===== src/rtl/aes_stream_requester.sv =====
// Host-side initiator for the AES accelerator stream protocol: frames a request
// (command, key, optional IV, payload) and forwards/length-checks the result stream.
module aes_stream_requester #(
  parameter int AXIS_TDATA_WIDTH = 32,
  parameter int BLK_CNT_WIDTH    = 16
) (
  input  logic                        clk,
  input  logic                        resetn,
  input  logic                        start,
  input  logic [AXIS_TDATA_WIDTH-1:0] cmd_word,
  input  logic [127:0]                key,
  input  logic [127:0]                iv,
  input  logic                        use_iv,
  input  logic [BLK_CNT_WIDTH-1:0]    num_blocks,
  input  logic                        src_tvalid,
  output logic                        src_tready,
  input  logic [AXIS_TDATA_WIDTH-1:0] src_tdata,
  output logic                        m_tvalid,
  input  logic                        m_tready,
  output logic [AXIS_TDATA_WIDTH-1:0] m_tdata,
  output logic [3:0]                  m_tstrb,
  output logic                        m_tlast,
  input  logic                        s_tvalid,
  output logic                        s_tready,
  input  logic [AXIS_TDATA_WIDTH-1:0] s_tdata,
  input  logic                        s_tlast,
  output logic                        dst_tvalid,
  input  logic                        dst_tready,
  output logic [AXIS_TDATA_WIDTH-1:0] dst_tdata,
  output logic                        dst_tlast,
  output logic                        busy,
  output logic                        done,
  output logic                        err_len
);

  localparam int CW = BLK_CNT_WIDTH + 2;

  typedef enum logic [2:0] {IDLE, CMD, KEY, IV, PAYLOAD, WAIT_RX} state_t;

  // Most-significant 32-bit word of a 128-bit value is word 0.
  function automatic logic [31:0] word_of(input logic [127:0] v, input logic [1:0] i);
    case (i)
      2'd0:    word_of = v[127:96];
      2'd1:    word_of = v[95:64];
      2'd2:    word_of = v[63:32];
      default: word_of = v[31:0];
    endcase
  endfunction

  state_t          state;
  logic [1:0]      idx;
  logic [127:0]    key_q;
  logic [127:0]    iv_q;
  logic            use_iv_q;
  logic [CW-1:0]   pay_rem;

  logic            ld;
  logic            start_acc;
  logic            src_fire;

  logic            rx_armed;
  logic            rx_drain;
  logic            rx_done;
  logic [CW-1:0]   rx_cnt;
  logic [CW-1:0]   rx_exp;
  logic            rx_last_word;
  logic            rx_fire;

  // The state names the word to be loaded next, so a phase change costs no bubble.
  assign ld         = !m_tvalid || m_tready;
  assign start_acc  = (state == IDLE) && start;
  assign src_tready = (state == PAYLOAD) && ld && (pay_rem != '0);
  assign src_fire   = src_tvalid && src_tready;
  assign m_tstrb    = 4'hF;

  // NOTE: every register in a clocked block uses <= so all of them see pre-edge values.
  always_ff @(posedge clk or negedge resetn) begin
    if (!resetn) begin
      state    <= IDLE;
      idx      <= '0;
      key_q    <= '0;
      iv_q     <= '0;
      use_iv_q <= 1'b0;
      pay_rem  <= '0;
      m_tvalid <= 1'b0;
      m_tdata  <= '0;
      m_tlast  <= 1'b0;
      busy     <= 1'b0;
      done     <= 1'b0;
    end else begin
      done <= 1'b0;
      case (state)
        IDLE: begin
          if (start) begin
            key_q    <= key;
            iv_q     <= iv;
            use_iv_q <= use_iv;
            pay_rem  <= {num_blocks, 2'b00};
            m_tdata  <= cmd_word;
            m_tvalid <= 1'b1;
            m_tlast  <= 1'b0;
            busy     <= 1'b1;
            state    <= CMD;
          end
        end
        CMD: begin
          if (ld) begin
            m_tdata <= word_of(key_q, 2'd0);
            idx     <= 2'd1;
            state   <= KEY;
          end
        end
        KEY: begin
          if (ld) begin
            m_tdata <= word_of(key_q, idx);
            if (idx == 2'd3) begin
              idx     <= 2'd0;
              m_tlast <= !use_iv_q && (pay_rem == '0);
              if (use_iv_q)           state <= IV;
              else if (pay_rem == '0) state <= WAIT_RX;
              else                    state <= PAYLOAD;
            end else begin
              idx <= idx + 2'd1;
            end
          end
        end
        IV: begin
          if (ld) begin
            m_tdata <= word_of(iv_q, idx);
            if (idx == 2'd3) begin
              idx     <= 2'd0;
              m_tlast <= (pay_rem == '0);
              if (pay_rem == '0) state <= WAIT_RX;
              else               state <= PAYLOAD;
            end else begin
              idx <= idx + 2'd1;
            end
          end
        end
        PAYLOAD: begin
          if (src_fire) begin
            m_tdata  <= src_tdata;
            m_tvalid <= 1'b1;
            m_tlast  <= (pay_rem == CW'(1));
            pay_rem  <= pay_rem - CW'(1);
            if (pay_rem == CW'(1)) state <= WAIT_RX;
          end else if (ld) begin
            // Source gap: the previous word left, nothing new to present.
            m_tvalid <= 1'b0;
            m_tlast  <= 1'b0;
          end
        end
        WAIT_RX: begin
          if (ld) begin
            m_tvalid <= 1'b0;
            m_tlast  <= 1'b0;
            if (rx_done) begin
              done  <= 1'b1;
              busy  <= 1'b0;
              state <= IDLE;
            end
          end
        end
        default: state <= IDLE;
      endcase
    end
  end

  // Result path is pure pass-through while armed; DRAIN swallows the overrun.
  assign rx_last_word = (rx_cnt == rx_exp - CW'(1));
  assign s_tready     = rx_armed ? dst_tready : rx_drain;
  assign dst_tvalid   = rx_armed && s_tvalid;
  assign dst_tdata    = s_tdata;
  assign dst_tlast    = rx_armed && (rx_last_word || s_tlast);
  assign rx_fire      = s_tvalid && s_tready;

  always_ff @(posedge clk or negedge resetn) begin
    if (!resetn) begin
      rx_armed <= 1'b0;
      rx_drain <= 1'b0;
      rx_done  <= 1'b0;
      rx_cnt   <= '0;
      rx_exp   <= '0;
      err_len  <= 1'b0;
    end else if (start_acc) begin
      err_len  <= 1'b0;
      rx_exp   <= {num_blocks, 2'b00};
      rx_cnt   <= '0;
      rx_drain <= 1'b0;
      rx_armed <= (num_blocks != '0);
      rx_done  <= (num_blocks == '0);
    end else if (rx_armed) begin
      if (rx_fire) begin
        if (rx_last_word) begin
          rx_armed <= 1'b0;
          if (s_tlast) begin
            rx_done <= 1'b1;
          end else begin
            err_len  <= 1'b1;
            rx_drain <= 1'b1;
          end
        end else if (s_tlast) begin
          rx_armed <= 1'b0;
          rx_done  <= 1'b1;
          err_len  <= 1'b1;
        end else begin
          rx_cnt <= rx_cnt + CW'(1);
        end
      end
    end else if (rx_drain) begin
      if (rx_fire && s_tlast) begin
        rx_drain <= 1'b0;
        rx_done  <= 1'b1;
      end
    end
  end

endmodule


===== config.mk =====
export PLATFORM = sky130hd
export DESIGN_NAME = aes_stream_requester
export DESIGN_NICKNAME = d
export VERILOG_FILES = /design/src/rtl/aes_stream_requester.sv
export SDC_FILE = /design/constraint.sdc
export NUM_CORES = 1
export LEC_CHECK = 0
export CORE_UTILIZATION = 45
export DETAILED_ROUTE_END_ITERATION = 12
export PLACE_DENSITY_LB_ADDON = 0.05
export SETUP_SLACK_MARGIN = 0.4
export SLEW_MARGIN = 20
export SYNTH_ARGS = -nofsm -noshare
export SYNTH_HDL_FRONTEND = slang
export SYNTH_SLANG_ARGS = --single-unit

===== constraint.sdc =====
create_clock -name clk -period 2.95 [get_ports clk]
set_clock_uncertainty 0.05 [all_clocks]
set_input_delay 0.59 -clock clk [delete_from_list [all_inputs] [get_ports clk]]
set_output_delay 0.59 -clock clk [all_outputs]
set_load 0.02 [all_outputs]

==> results, run 1 <==
- Across the VDD grid, the largest voltage drop is 0.665 mV.
- The flow ran to the end, but the final reports show violations.
- The summed area of non-filler cells in the final layout is 24,600 µm².
- CTS placed an instance of sky130_fd_sc_hd__clkbuf_16 at the clock tree root.
- The max-cap violation count is 0.
- The clock transition at the registers of the reported paths is 60 ps.
- The wire-length estimate of the detail-placed layout is 44,900 µm.
- The level count of the clock H-tree is 2.
- The initial core utilization is 45.6%.
- The main combinational cell family by area after synthesis is simple AND/OR/NAND/NOR gates.
- The synthesized netlist devotes 25.4% of its cell area to simple gates.
- The proportion of synthesized area in mux cells is 4.08%.
- Entering global routing, the biggest net connects 164 pins.
- Counting I/O delays and the setup requirement, the final critical path takes 3550 ps.
- Of all flip-flops after synthesis, the portion carrying an async set or reset was 100%.
- The complex-gate fraction of the synthesized area is 13.1%.
- The number of standard cells after synthesis is 2,116.
- The average via count per standard cell is 5.53.
- At the worst endpoint, the arrival time is 2910 ps.
- The count of boundary I/O pins is 454.
- The TritonCTS clock tree is built.
- The count of buffers added on input and output ports is 385.
- The net count of the finished layout is 2,865.
- The leakage power is 11.4 nW.
- The transition at the pin with the smallest max-transition slack is 768 ps.
- Once layout is complete, the cells apart from fillers number 3,037.
- The fraction of synthesized cell area taken by the top area cell type is 50.3%.
- The Yosys step of the flow raised 0 warnings.
- The via count is 16,802.
- Before antenna repair, the detailed router went through 9 iterations.
- The total global routing track utilization is 31.4%.
- The most used flip-flop cell after synthesis is sky130_fd_sc_hd__dfrtp_1.
- After layout, the design draws a total of 0.0265 W.
- The area added between synthesis and finish is 39.8%.
- The number of global-route vias before repair is 16,298.
- Routability-driven placement finished with a final weighted congestion of 0.896.
- The worst reg2reg path depth is 10.
- The clock latency of the later-clocked register in the worst-skew pair is 570 ps.
- The overall die height is 200 µm.
- STA classifies the critical path endpoint as a primary output.
- The number of max-slew violations in the final report came to 0.
- The required time reported for the critical path endpoint is 2310 ps.
- The count of nets left with antenna violations once routing finished came out at 0.
- The headroom to the max-slew limit is 48.8%.
- In the routed design, unresolved DRC markers number 0.
- The synthesized design contains 0 enable-type register cells.
- The number of clock sinks seen by CTS is 354.
- The count of final hold-check violations is 0.
- Setup repair after global routing could not meet its margin everywhere.
- Summed over all failing endpoints, the final setup total negative slack is -604 ps.
- The critical-path maximum fanout is 2.
- The ratio of cells with drive above 1 in the final layout is 12.1%.
- The synthesized-area fraction occupied by adder cells is 0.569%.
- The synthesized area divided by synthesized cell count is 8.32 µm².
- The multi-input combinational cells in the finished layout cover a total of 8380 µm².
- The hold path startpoint is iv_q[29].
- The worst hold path belongs to the class reg -> reg.
- The layout has 3,336 filler cells.
- The region available for standard cell placement spans 38,600 µm².
- The number of register bits inferred by synthesis is 354.
- Summing all placed instances gives a cell area of 22,100 µm².
- Summed over all instances, the cell type with the most area after synthesis is sky130_fd_sc_hd__dfrtp_1.
- After layout, the worst path uses 120% of the clock period.
- The cell area that synthesis handed to floorplanning was 17,600 µm².
- After layout, the worst setup slack is -604 ps.
- The achievable clock frequency is 0.281 GHz.
- The category of the critical setup timing path is reg -> out.
- The DRC marker count from the first detailed-route iteration is 1,276.
- The total power per unit cell area is 1080 nW/µm².
- After detailed routing, the total wire length is 65,000 µm.
- The wire length of the first global-routing pass is 93,800 µm.
- Summing all flip-flop and latch instances after layout gives 8870 µm².
- Yosys attributes the largest share of cell area to sky130_fd_sc_hd__dfrtp_1 (50%), sky130_fd_sc_hd__nand2_1 (18%), sky130_fd_sc_hd__o21ai_0 (3.3%).
- The worst hold path was traced through 2 stages.
- Summing the areas of all xor and xnor instances in the mapped netlist gives 0.846% of the synthesized area.
- The worst setup path is launched from a flip-flop.
- The floorplan has 72 rows.
- Tracing the worst setup path back leads to its startpoint at rx_exp[10].
- The initial antenna violation count is 12.
- Once layout is complete, the utilization of the core stands at 63.7%.
- The buffer levels on the longest clock path is 3.
- The checks that failed: negative setup slack.
- Dividing the detail-routed wire length by the instance count gives 21.4 µm.
- The origin of the critical flop-to-flop path is rx_exp[10].
- Clock tree synthesis inserted a total of 40 buffers.
- The final global-route overflow total is 0.
- The floorplan step defined a die boundary enclosing 39,900 µm².
- Setup violations remaining at the end of the flow were counted as 1.
- The number of different library cells in the post-synthesis netlist is 59.
- The die is 200 µm wide.
- The fraction of the yosys area taken by sequential cells is 50.3%.
- The number of placed cells counting well taps is 2,920.
## metal layers
| layer | wire length [µm] | up-vias | part of all wire, % | global-route usage [%] |
|---|---|---|---|---|
| met1 | 25300 | 8188 | 39 | 38.8 |
| met4 | 2480 | 10 | 3.8 | 12.9 |
| li1 | - | 7813 | - | - |
| met3 | 4920 | 141 | 7.6 | 6.82 |
| met2 | 32200 | 650 | 50 | 53.3 |
| met5 | 60 | - | 0.092 | 0 |
## flip-flops by register name, indices dropped and copies added (netlist names)
name,cells
iv_q,128
err_len,1
busy,1
rx_done,1
m_tdata,32
m_tlast,1
rx_armed,1
key_q,128
state,3
pay_rem,18
done,1
m_tvalid,1
rx_drain,1
idx,2
rx_exp,16
use_iv_q,1
rx_cnt,18
## timing repair
item	4_1_cts	5_1_grt
hold buffers	1	0
pin swaps	10	52
setup buffers	12	12
hold endpoints to repair	65	0
gates resized for setup	43	133
gates cloned	1	10
setup endpoints to repair	66	76
## report_power, final
part / switching [W] / leakage (nW) / internal [W]
combinational: 0.00729 / 6.34 / 0.00515
clock: 0.00211 / 0.695 / 0.00328
sequential: 0.00159 / 4.41 / 0.00707
## per-stage QoR
step | hold WS, ps | worst slack (ps)
2_1_floorplan | 244 | -16.5
3_3_place_gp | 406 | -86.1
3_5_place_dp | 412 | -98.8
4_1_cts | 427 | -621
5_1_grt | 437 | -697
6_report | 423 | -604
## synth_stat cells (4+ instances only)
cell type and n:
sky130_fd_sc_hd__dfrtp_1 354, sky130_fd_sc_hd__inv_1 38, sky130_fd_sc_hd__or3_1 4, sky130_fd_sc_hd__o21a_1 6, sky130_fd_sc_hd__a221oi_1 5, sky130_fd_sc_hd__xor2_1 5, sky130_fd_sc_hd__nand2b_1 20, sky130_fd_sc_hd__mux2_2 14
sky130_fd_sc_hd__ha_1 8, sky130_fd_sc_hd__buf_4 37, sky130_fd_sc_hd__nand4_1 8, sky130_fd_sc_hd__nor4_1 10, sky130_fd_sc_hd__nor2b_1 6, sky130_fd_sc_hd__a22oi_1 8, sky130_fd_sc_hd__xnor2_1 12, sky130_fd_sc_hd__a31oi_1 5
sky130_fd_sc_hd__a21oi_1 73, sky130_fd_sc_hd__nand2_1 833, sky130_fd_sc_hd__nor2_1 138, sky130_fd_sc_hd__buf_2 5, sky130_fd_sc_hd__o21ai_0 115, sky130_fd_sc_hd__and3_1 9, sky130_fd_sc_hd__nand3_1 24, sky130_fd_sc_hd__nor3_1 26
sky130_fd_sc_hd__o221ai_1 33, sky130_fd_sc_hd__mux2i_1 56, sky130_fd_sc_hd__o22ai_1 31, sky130_fd_sc_hd__buf_1 19, sky130_fd_sc_hd__clkbuf_1 114, sky130_fd_sc_hd__a222oi_1 54
## layout by cell type (no fill, tap or decap), types with 6 or more instances in the layout
| master | instances |
|---|---|
| sky130_fd_sc_hd__nor2_2 | 6 |
| sky130_fd_sc_hd__nor2_1 | 132 |
| sky130_fd_sc_hd__mux2i_1 | 56 |
| sky130_fd_sc_hd__nand2b_1 | 20 |
| sky130_fd_sc_hd__clkinv_2 | 7 |
| sky130_fd_sc_hd__a22oi_1 | 7 |
| sky130_fd_sc_hd__o21ai_0 | 85 |
| sky130_fd_sc_hd__nand3_1 | 12 |
| sky130_fd_sc_hd__a21oi_1 | 69 |
| sky130_fd_sc_hd__mux2_2 | 8 |
| sky130_fd_sc_hd__o21ai_2 | 12 |
| sky130_fd_sc_hd__nand2_2 | 13 |
| sky130_fd_sc_hd__nand3_2 | 6 |
| sky130_fd_sc_hd__o221ai_1 | 32 |
| sky130_fd_sc_hd__nor3_1 | 23 |
| sky130_fd_sc_hd__clkbuf_16 | 47 |
| sky130_fd_sc_hd__o21ai_1 | 19 |
| sky130_fd_sc_hd__nand3_4 | 6 |
| sky130_fd_sc_hd__nand4_1 | 8 |
| sky130_fd_sc_hd__nand2_1 | 805 |
| sky130_fd_sc_hd__nand2_4 | 15 |
| sky130_fd_sc_hd__diode_2 | 9 |
| sky130_fd_sc_hd__buf_12 | 18 |
| sky130_fd_sc_hd__clkbuf_8 | 12 |
| sky130_fd_sc_hd__a222oi_1 | 54 |
| sky130_fd_sc_hd__nor4_1 | 9 |
| sky130_fd_sc_hd__dfrtp_1 | 349 |
| sky130_fd_sc_hd__buf_6 | 6 |
| sky130_fd_sc_hd__o22ai_1 | 30 |
| sky130_fd_sc_hd__mux2_4 | 6 |
| sky130_fd_sc_hd__buf_4 | 77 |
| sky130_fd_sc_hd__and3_1 | 9 |
| sky130_fd_sc_hd__xnor2_1 | 12 |
| sky130_fd_sc_hd__inv_1 | 35 |
| sky130_fd_sc_hd__clkdlybuf4s50_1 | 381 |
## worst paths after layout
path	endpoint	slack, ps
setup / recovery	dst_tlast	-600
hold reg to reg	iv_q[29]	420
hold / removal	iv_q[29]	420
max in group asynchronous	key_q[68]	1430
min in group asynchronous	iv_q[112]	570
setup reg to reg	rx_cnt[12]	130
## final cells by class
cell class	instances	share of cell area [%]
Antenna cell	9	0.0915
Clock buffer	57	4.90
Clock inverter	15	0.844
Inverter	39	0.595
Multi-Input combinational cell	1548	34.0
Sequential cell	354	36.0
Tap cell	518	2.63
Timing Repair Buffer	497	20.9
## logic make-up (layout without fill, tap and decap cells)
group,count (synthesis),after routing
and+or+nand+nor,1102,1102
DFF,354,354
AOI/OAI and AO/OA,347,347
buffers and inverters,217,608
muxes,70,70
xor gates and xnor gates,17,17
adders and majority gates,8,8
other,1,13
## critical path, stage by stage (launching register included)
cell	delay, ps
sky130_fd_sc_hd__dfrtp_1	380
sky130_fd_sc_hd__or4_4	560
sky130_fd_sc_hd__nor2_4	110
sky130_fd_sc_hd__xnor2_1	80
sky130_fd_sc_hd__o41a_1	370
sky130_fd_sc_hd__a2111oi_4	460
sky130_fd_sc_hd__a21oi_4	120
sky130_fd_sc_hd__nor2b_4	160
sky130_fd_sc_hd__buf_12	120
No activity file was read; power rests on OpenSTA's default activity.
==> inputs of run 2 (changes only) <==
Settings changed: CELL_PAD_IN_SITES_DETAIL_PLACEMENT set to 0, CELL_PAD_IN_SITES_GLOBAL_PLACEMENT set to 2, CORE_UTILIZATION 45 to 26, SKIP_LAST_GASP set to 1.
==> results, run 2 (synthesis results as in run 1) <==
- The most critical setup path has its startpoint at rx_exp[7].
- The met1 routing resource usage after global routing came to 27.4% (-11 points).
- The most common cell after layout, fill and taps aside is sky130_fd_sc_hd__nand2_1.
- The level count of the clock H-tree is 2 (unchanged).
- The slowest stage cell on the critical path is sky130_fd_sc_hd__or4_4.
- The area of the core is 67,000 µm² (+73%).
- The iteration count of the initial detailed-routing pass is 7 (-2).
- The number of placed cells counting well taps was 3,280 (+12%).
- The initial antenna violation count is 26 (+14).
- The total setup violations reported at the end of the flow is 19 (+18).
- The die span in x is 262 µm (+31%).
- The count of boundary I/O pins is 454 (unchanged).
- The site row count is 95 (+32%).
- The sum of internal, switching and leakage power is 0.0275 W (+3.9%).
- The achievable clock frequency is 0.285 GHz (+1.1%).
- The final routed DRC violation total is 0 (unchanged).
- The overall die area came to 68,800 µm² (+72%).
- The leakage power was 11.6 nW (+1.6%).
- Leaving out fill and tap cells, the most frequent cells in the layout are sky130_fd_sc_hd__nand2_1 (814), sky130_fd_sc_hd__clkdlybuf4s50_1 (381), sky130_fd_sc_hd__dfrtp_1 (349), sky130_fd_sc_hd__nor2_1 (118), sky130_fd_sc_hd__buf_4 (89).
- Walking the worst path, the cells encountered are or4_4, nor4_4, o21a_1, o21bai_1, a2111oi_4, a21oi_4, nor2b_4, buf_12.
- The number of inserted filler cells in the final layout is 6,936 (+110%).
- The total global routing track utilization came to 22.4% (-9.0 points).
- The net count reported at finish is 2,901 (+1.3%).
- The post-route minimum period is 3510 ps (-39.1 ps).
- The peak supply drop is 0.545 mV (-18%).
- The worst hold path class is reg -> reg.
- The overall die height was 262 µm (+31%).
- The number of clock sinks seen by CTS was 354 (unchanged).
- The number of buffer and inverter instances along the worst setup path is 1 (unchanged).
- The share of the clock period used by the worst path is 119% (-1.3 points).
- The required time reported for the critical path endpoint is 2310 ps (about the same).
- The total power per unit cell area is 1080 nW/µm² (+0.56%).
- The wire length of the first global-routing pass is 115,000 µm (+22%).
- The final routed wirelength across all metal layers came to 78,700 µm (+21%).
- The initial core utilization is 26.3% (-19 points).
- The critical-path maximum fanout is 5 (+3).
- The number of global-route vias before repair is 17,307 (+6.2%).
- The ratio of cells with drive above 1 in the final layout was 13.7% (+1.7 points).
- The largest registers in the layout are iv_q (128), key_q (128), m_tdata (32).
- The final reports fail on negative setup slack.
- The total negative slack came to -9370 ps (-8770 ps).
- The headroom to the max-slew limit is 48.3% (-0.54 points).
- The summed area of non-filler cells in the final layout is 25,400 µm² (+3.4%).
- The detailed-route wire length per cell is 23.0 µm (+7.4%).
- The met3 track demand over resource is 4.46% (-2.4 points).
- The worst-case hold slack is 420 ps (-3.67 ps).
- The type of element launching the critical path is a flip-flop.
- The number of antenna-violating nets in the routed design was 0 (unchanged).
- The clock latency of the later-clocked register in the worst-skew pair is 590 ps (+20 ps).
- The flow ran to the end, but the final reports show violations.
- The kind of capture point of the worst setup path is a primary output.
- The number of max-slew violations in the final report was 0 (unchanged).
- The final non-filler cell total was 3,425 (+13%).
- The via count is 16,655 (-0.87%).
- The worst register-to-register path begins at rx_exp[7].
- The buffer levels on the longest clock path is 3 (unchanged).
- The DRC marker count from the first detailed-route iteration is 1,152 (-9.7%).
- The hold path startpoint is key_q[44].
- The tree is rooted in a sky130_fd_sc_hd__clkbuf_16.
- The met2 global-route usage is 39.1% (-14 points).
- The worst stage delay on the critical path is 600 ps (+40 ps).
- The count of final hold-check violations is 0 (unchanged).
- The final critical-path setup slack is -565 ps (+39.1 ps).
- The busiest layer in global routing is met2.
- The kind of cell with the highest combined delay on the critical path is simple AND/OR/NAND/NOR gates.
- Relative to the synthesized area, the layout overhead comes to 44.5%.
- The pin count of the biggest net entering global routing is 121 (-26%).
- The TritonCTS clock tree is built.
- The number of buffers inserted during clock tree synthesis is 45 (+13%).
- The clock transition at the registers of the reported paths is 60 ps (about the same).
- Setup repair after global routing could not meet its margin everywhere.
- The category of the critical setup timing path is reg -> out.
- The final RePlAce weighted congestion is 0.834 (-6.9%).
- The placed instance area is 22,700 µm² (+2.5%).
- The average via count per standard cell was 4.86 (-12%).
- The transition at the pin with the smallest max-transition slack came to 754 ps (-13.4 ps).
- The max-cap violation count is 0 (unchanged).
- The detailed placement HPWL is 56,000 µm (+25%).
- The data arrival at the endpoint of the critical path came to 2870 ps (-40 ps).
- The number of port buffers is 385 (unchanged).
- The final global-route overflow total is 0 (unchanged).
==> run 2: cell count changes in the layout (fill, tap and decap cells not counted), moves of 10 or more <==
| cell | previous run | this run |
|---|---|---|
| sky130_fd_sc_hd__nor2_1 | 132 | 118 |
| sky130_fd_sc_hd__nor2_2 | 6 | 20 |
| sky130_fd_sc_hd__o21ai_0 | 85 | 71 |
| sky130_fd_sc_hd__o21ai_2 | 12 | 26 |
| sky130_fd_sc_hd__buf_4 | 77 | 89 |
| sky130_fd_sc_hd__buf_6 | 6 | 17 |
| sky130_fd_sc_hd__nand2_4 | 15 | 5 |
==> run 2: final timing paths <==
kind,endpoint,slack (ps),depth (start not counted)
worst max register to register,rx_cnt[10],-530,17
max in group asynchronous,iv_q[37],1430,3
worst min-delay path,key_q[44],420,2
worst min register to register,key_q[44],420,2
min in group asynchronous,rx_cnt[0],430,2
worst max-delay path,dst_tlast,-560,8
==> run 2: cell type report <==
class	count	area (µm²)	area share (%)
antenna	11	27.5	0.108
multi-input combinational	1548	8380	33.0
tap	873	1090	4.30
clock buffer	64	1310	5.15
sequential	354	8870	34.9
clock inverter	8	101	0.399
timing repair buffer	528	5500	21.6
inverter	39	146	0.576
==> run 2: metal layers <==
metal / wire length [µm] / vias to the layer above / part of all wire, %
li1: - / 7902 / -
met1: 32800 / 8181 / 42
met2: 39800 / 430 / 51
met3: 3860 / 118 / 4.9
met4: 2160 / 24 / 2.7
met5: 162 / - / 0.21
==> run 2: report_power, final <==
group          total [W]  internal [W]  switching [W]  leakage (nW)
combinational     0.0135       0.00560        0.00790          6.52
sequential       0.00859       0.00708        0.00151          4.41
clock            0.00544       0.00322        0.00222         0.697
total             0.0275        0.0159         0.0116          11.6
==> run 2: what timing repair did <==
| item | in CTS | in global routing |
|---|---|---|
| hold buffers | 1 | 0 |
| gates cloned | 4 | 8 |
| buffers inserted | 35 | 14 |
| pin swaps | 30 | 47 |
| gates resized for setup | 70 | 138 |
| endpoints found under the setup margin | 70 | 76 |
| endpoints found under the hold margin | 30 | 0 |
==> run 2: stage by stage <==
step                util [%]  setup WS [ps]
global route            37.9           -684
floorplan                  -          -16.5
global placement        33.8          -34.2
finish                  37.9           -565
detailed placement      33.8          -28.9
CTS                     36.9           -618
==> run 2: worst register-to-register path: stages, from the launching register on <==
cell and delay, ps:
sky130_fd_sc_hd__dfrtp_1 420, sky130_fd_sc_hd__or4_4 600, sky130_fd_sc_hd__nor4_4 250, sky130_fd_sc_hd__o21a_1 150, sky130_fd_sc_hd__o21bai_1 100, sky130_fd_sc_hd__a2111oi_4 400
sky130_fd_sc_hd__a21oi_4 120, sky130_fd_sc_hd__buf_4 160, sky130_fd_sc_hd__buf_6 100, sky130_fd_sc_hd__buf_6 100, sky130_fd_sc_hd__buf_6 100, sky130_fd_sc_hd__buf_6 100
sky130_fd_sc_hd__buf_6 100, sky130_fd_sc_hd__buf_6 100, sky130_fd_sc_hd__buf_6 120, sky130_fd_sc_hd__buf_12 140, sky130_fd_sc_hd__nand4_1 100, sky130_fd_sc_hd__mux2i_1 190
==> inputs of run 3 (changes only) <==
--- a/config.mk
+++ b/config.mk
@@ -6,7 +6,8 @@
 export NUM_CORES = 1
 export LEC_CHECK = 0
+export ABC_AREA = 1
 export CELL_PAD_IN_SITES_DETAIL_PLACEMENT = 0
 export CELL_PAD_IN_SITES_GLOBAL_PLACEMENT = 2
-export CORE_UTILIZATION = 26
+export CORE_UTILIZATION = 25
 export DETAILED_ROUTE_END_ITERATION = 12
 export PLACE_DENSITY_LB_ADDON = 0.05
--- a/constraint.sdc
+++ b/constraint.sdc
@@ -3,3 +3,3 @@
 set_input_delay 0.59 -clock clk [delete_from_list [all_inputs] [get_ports clk]]
 set_output_delay 0.59 -clock clk [all_outputs]
-set_load 0.02 [all_outputs]
+set_load 0.005 [all_outputs]
==> results, run 3 <==
- The flow ran to the end, but the final reports show violations.
- The final reports fail on negative setup slack.
- The number of enable-type register cells in the synthesized netlist is 0 (unchanged).
- The wire length of the first global-routing pass is 116,000 µm (+0.97%).
- The overall die area came to 72,700 µm² (+5.8%).
- The category of the critical setup timing path is reg -> reg.
- The async set-or-reset flop fraction in the synthesized netlist is 100% (unchanged).
- The synthesized area divided by synthesized cell count is 7.42 µm² (-11%).
- The startpoint identified for the worst register-to-register timing path is rx_exp[3].
- The via count came to 17,504 (+5.1%).
- The area added between synthesis and finish is 42.9%.
- The footprint of the multi-input gates is 8140 µm² (-2.9%).
- The number of port buffers came to 385 (unchanged).
- The worst setup path is launched from a flip-flop.
- The slowest stage of the critical path belongs to the cell sky130_fd_sc_hd__dfrtp_1.
- The clock tree root buffer cell is sky130_fd_sc_hd__clkbuf_16.
- The achievable clock frequency is 0.322 GHz (+13%).
- The fraction of the yosys area taken by sequential cells was 49.4% (-0.88 points).
- The total power per unit cell area was 1020 nW/µm² (-6.0%).
- The final routed wirelength across all metal layers is 78,000 µm (-0.97%).
- The total negative slack came to -297 ps (+9070 ps).
- The number of buffer and inverter instances along the worst setup path is 13 (+12).
- The cell area after synthesis came to 17,900 µm² (+1.8%).
- The number of register bits inferred by synthesis is 354 (unchanged).
- The final global-route overflow total is 0 (unchanged).
- The overall die height came to 270 µm (+2.9%).
- Ranked by total cell area, the synthesized netlist is headed by sky130_fd_sc_hd__dfrtp_1 (49%), sky130_fd_sc_hd__nand2_1 (25%), sky130_fd_sc_hd__a21oi_1 (3.9%).
- In this run the most critical hold path is launched from m_tdata[10].
- The headroom to the max-slew limit came to 33.0% (-15 points).
- The site row count is 97 (+2.1%).
- The storage element area came to 8870 µm² (unchanged).
- The internal cell power is 0.0155 W (-2.4%).
- The relative contribution of the clock network to total power is 25.3% (+5.5 points).
- In the synthesized netlist the dominant register cell turns out to be sky130_fd_sc_hd__dfrtp_1.
- In the layout the commonest cells are sky130_fd_sc_hd__nand2_1 (1,168), sky130_fd_sc_hd__clkdlybuf4s50_1 (382), sky130_fd_sc_hd__dfrtp_1 (347), sky130_fd_sc_hd__a21oi_1 (134), sky130_fd_sc_hd__o21ai_0 (120).
- The post-route minimum period came to 3110 ps (-405 ps).
- The initial core utilization is 25.4% (-0.85 points).
- The utilization after layout came to 36.3% (-1.6 points).
- The ratio of cells with drive above 1 in the final layout was 11.0% (-2.8 points).
- The leakage power was 12.1 nW (+4.2%).
- The worst setup path is captured at a flip-flop.
- The detailed-route wire length per cell is 20.5 µm (-11%).
- The net switching power of the design is 0.0105 W (-9.3%).
- The worst flop-to-flop path endpoint is err_len.
- The worst stage delay on the critical path was 400 ps (-200 ps).
- Setup repair after global routing could not meet its margin everywhere.
- The most common cell after layout, fill and taps aside is sky130_fd_sc_hd__nand2_1.
- The number of buffers inserted during clock tree synthesis is 47 (+4.4%).
- The max-cap violation count came to 0 (unchanged).
- The Yosys warning count is 0 (unchanged).
- The buffer levels on the longest clock path is 3 (unchanged).
- The die span in x is 270 µm (+2.9%).
- The number of standard cells after synthesis was 2,414 (+14%).
- The share of the clock period used by the worst path is 105% (-14 points).
- The number of antenna-violating nets in the routed design came to 0 (unchanged).
- The initial antenna violation count is 9 (-65%).
- In the post-synthesis netlist, the cell with the most instances is sky130_fd_sc_hd__nand2_1.
- The final critical-path setup slack came to -160 ps (+405 ps).
- Counting instances in the post-synthesis netlist gives the leading cell types as sky130_fd_sc_hd__nand2_1 (1,178), sky130_fd_sc_hd__dfrtp_1 (354), sky130_fd_sc_hd__a21oi_1 (138).
- The total setup violations reported at the end of the flow is 2 (-17).
- The fraction of synthesized cell area taken by the top area cell type is 49.4% (-0.88 points).
- The detailed placement HPWL was 55,300 µm (-1.2%).
- The number of different library cells in the post-synthesis netlist is 42 (-29%).
- The most frequent cell on the critical path is sky130_fd_sc_hd__buf_4.
- The worst hold path terminates at m_tdata[10].
- The net count reported at finish is 3,204 (+10%).
- The launching element of the worst setup path is rx_exp[3].
- The area of the core is 70,500 µm² (+5.2%).
- The sum of internal, switching and leakage power was 0.0261 W (-5.3%).
- The placement-stage worst setup slack came to 18.4 ps (+47.3 ps).
- The cell type contributing the most total cell area after synthesis is sky130_fd_sc_hd__dfrtp_1.
- The transition at the pin with the smallest max-transition slack was 1000 ps (+248 ps).
- TritonCTS built the clock tree.
- The hold path depth was 2 (unchanged).
- The level count of the clock H-tree is 2 (unchanged).
- The average via count per standard cell is 4.60 (-5.3%).
- The proportion of total power due to net switching came to 40.5% (-1.8 points).
- The largest registers in the layout are iv_q (128), key_q (128), m_tdata (32).
- The clock transition at the registers of the reported paths is 60 ps (about the same).
- The data arrival at the endpoint of the critical path was 3540 ps (+670 ps).
- The final non-filler cell total came to 3,803 (+11%).
- The setup slack of the worst register-to-register path is -160 ps (+370 ps).
- The clock latency of the later-clocked register in the worst-skew pair is 610 ps (+20 ps).
- On the critical path the largest part of the delay comes from buffers and inverters.
- The worst hold path class is reg -> reg.
- The count of boundary I/O pins was 454 (unchanged).
- The final RePlAce weighted congestion was 0.834 (about the same).
- The DRC marker count from the first detailed-route iteration is 1,149 (-0.26%).
- The number of global-route vias before repair is 18,062 (+4.4%).
- The number of clock sinks seen by CTS is 354 (unchanged).
- The peak supply drop was 0.426 mV (-22%).
- The number of inserted filler cells in the final layout came to 7,441 (+7.3%).
- The number of max-slew violations in the final report is 0 (unchanged).
- The required time reported for the critical path endpoint came to 3380 ps (+1070 ps).
- The final routed DRC violation total is 0 (unchanged).
- The pin count of the biggest net entering global routing is 84 (-31%).
- The critical-path maximum fanout is 5 (unchanged).
- The total global routing track utilization is 21.1% (-1.3 points).
- The sequential cell fraction of total power is 32.6% (+1.4 points).
- The iteration count of the initial detailed-routing pass is 5 (-2).
- The count of final hold-check violations is 0 (unchanged).
- The number of placed cells counting well taps came to 3,660 (+12%).
- The relative contribution of combinational cells to total power is 42.1% (-6.9 points).
- The worst reg2reg path depth was 25 (+8).
## run 3: cell count changes after synthesis, moves of 22 or more
cell	before	now
sky130_fd_sc_hd__a222oi_1	54	0
sky130_fd_sc_hd__mux2i_1	56	0
sky130_fd_sc_hd__a21oi_1	73	138
sky130_fd_sc_hd__inv_1	38	93
sky130_fd_sc_hd__nand3_1	24	88
sky130_fd_sc_hd__nand2_1	833	1178
sky130_fd_sc_hd__o221ai_1	33	0
sky130_fd_sc_hd__buf_2	5	27
sky130_fd_sc_hd__a31oi_1	5	58
sky130_fd_sc_hd__nor2_1	138	72
sky130_fd_sc_hd__o22ai_1	31	5
## run 3: worst max-delay path by stage
stage | endpoint | slack, ps | depth (start not counted)
detailed placement | dst_tlast | 20 | 13
global route | dst_tlast | -330 | 16
CTS | dst_tlast | -170 | 16
floorplan | dst_tlast | 640 | 12
finish | err_len | -160 | 25
global placement | dst_tlast | 20 | 13
## run 3: per-stage QoR
step | area [µm²] | hold slack (ps)
after detailed placement | 23100 | 410
after floorplan | 17900 | 244
after global routing | 25600 | 442
final | 25600 | 423
after CTS | 25300 | 426
after global placement | 23100 | 408
## run 3: cells by family after synthesis
kind of cell / count (synthesis) / synth area share (%)
compound gates: 362 / 10.9
xor+xnor: 27 / 1.32
fa+ha+maj: 8 / 0.559
buf+inv: 268 / 6.82
flops: 354 / 49.4
other cells: 1 / 0.0209
simple gates: 1394 / 30.9
## run 3: layout make-up
type,instances,share of cell area [%]
clock inverter,23,1.61
clock buffer,65,5.36
multi-input combinational,1795,31.8
inverter,102,1.56
antenna,5,0.0489
sequential,354,34.6
tap,940,4.59
timing repair buffer,519,20.4
## run 3: what timing repair did
item	4_1_cts	5_1_grt
buffers inserted	37	12
gates resized for setup	34	49
hold buffers	1	0
pin swaps	16	27
setup endpoints to repair	8	58
endpoints found under the hold margin	53	0
## run 3: routing by layer
metal / global-route usage [%] / up-vias / routed length (µm)
met5: 0 / - / 50
met4: 5.71 / 8 / 1710
met3: 3.71 / 99 / 3760
met2: 34.0 / 432 / 36200
met1: 29.0 / 8490 / 36200
li1: - / 8475 / -
## run 3: worst register-to-register path, delay by kind of cell (launching register included)
family,cells,cell delay (ps)
buffers and inverters,13,1530
AOI/OAI and AO/OA,1,60
adders and majority gates,1,160
DFF,1,400
and+or+nand+nor,10,830
## run 3: power by group through the flow
stage                     combinational (W)  sequential (W)  clock, W
final                                0.0110         0.00849   0.00659
after global routing                 0.0124         0.00877   0.00694
after CTS                            0.0109         0.00845   0.00676
after detailed placement             0.0104         0.00848         0
after global placement               0.0104         0.00848         0
after floorplan                     0.00624         0.00812         0
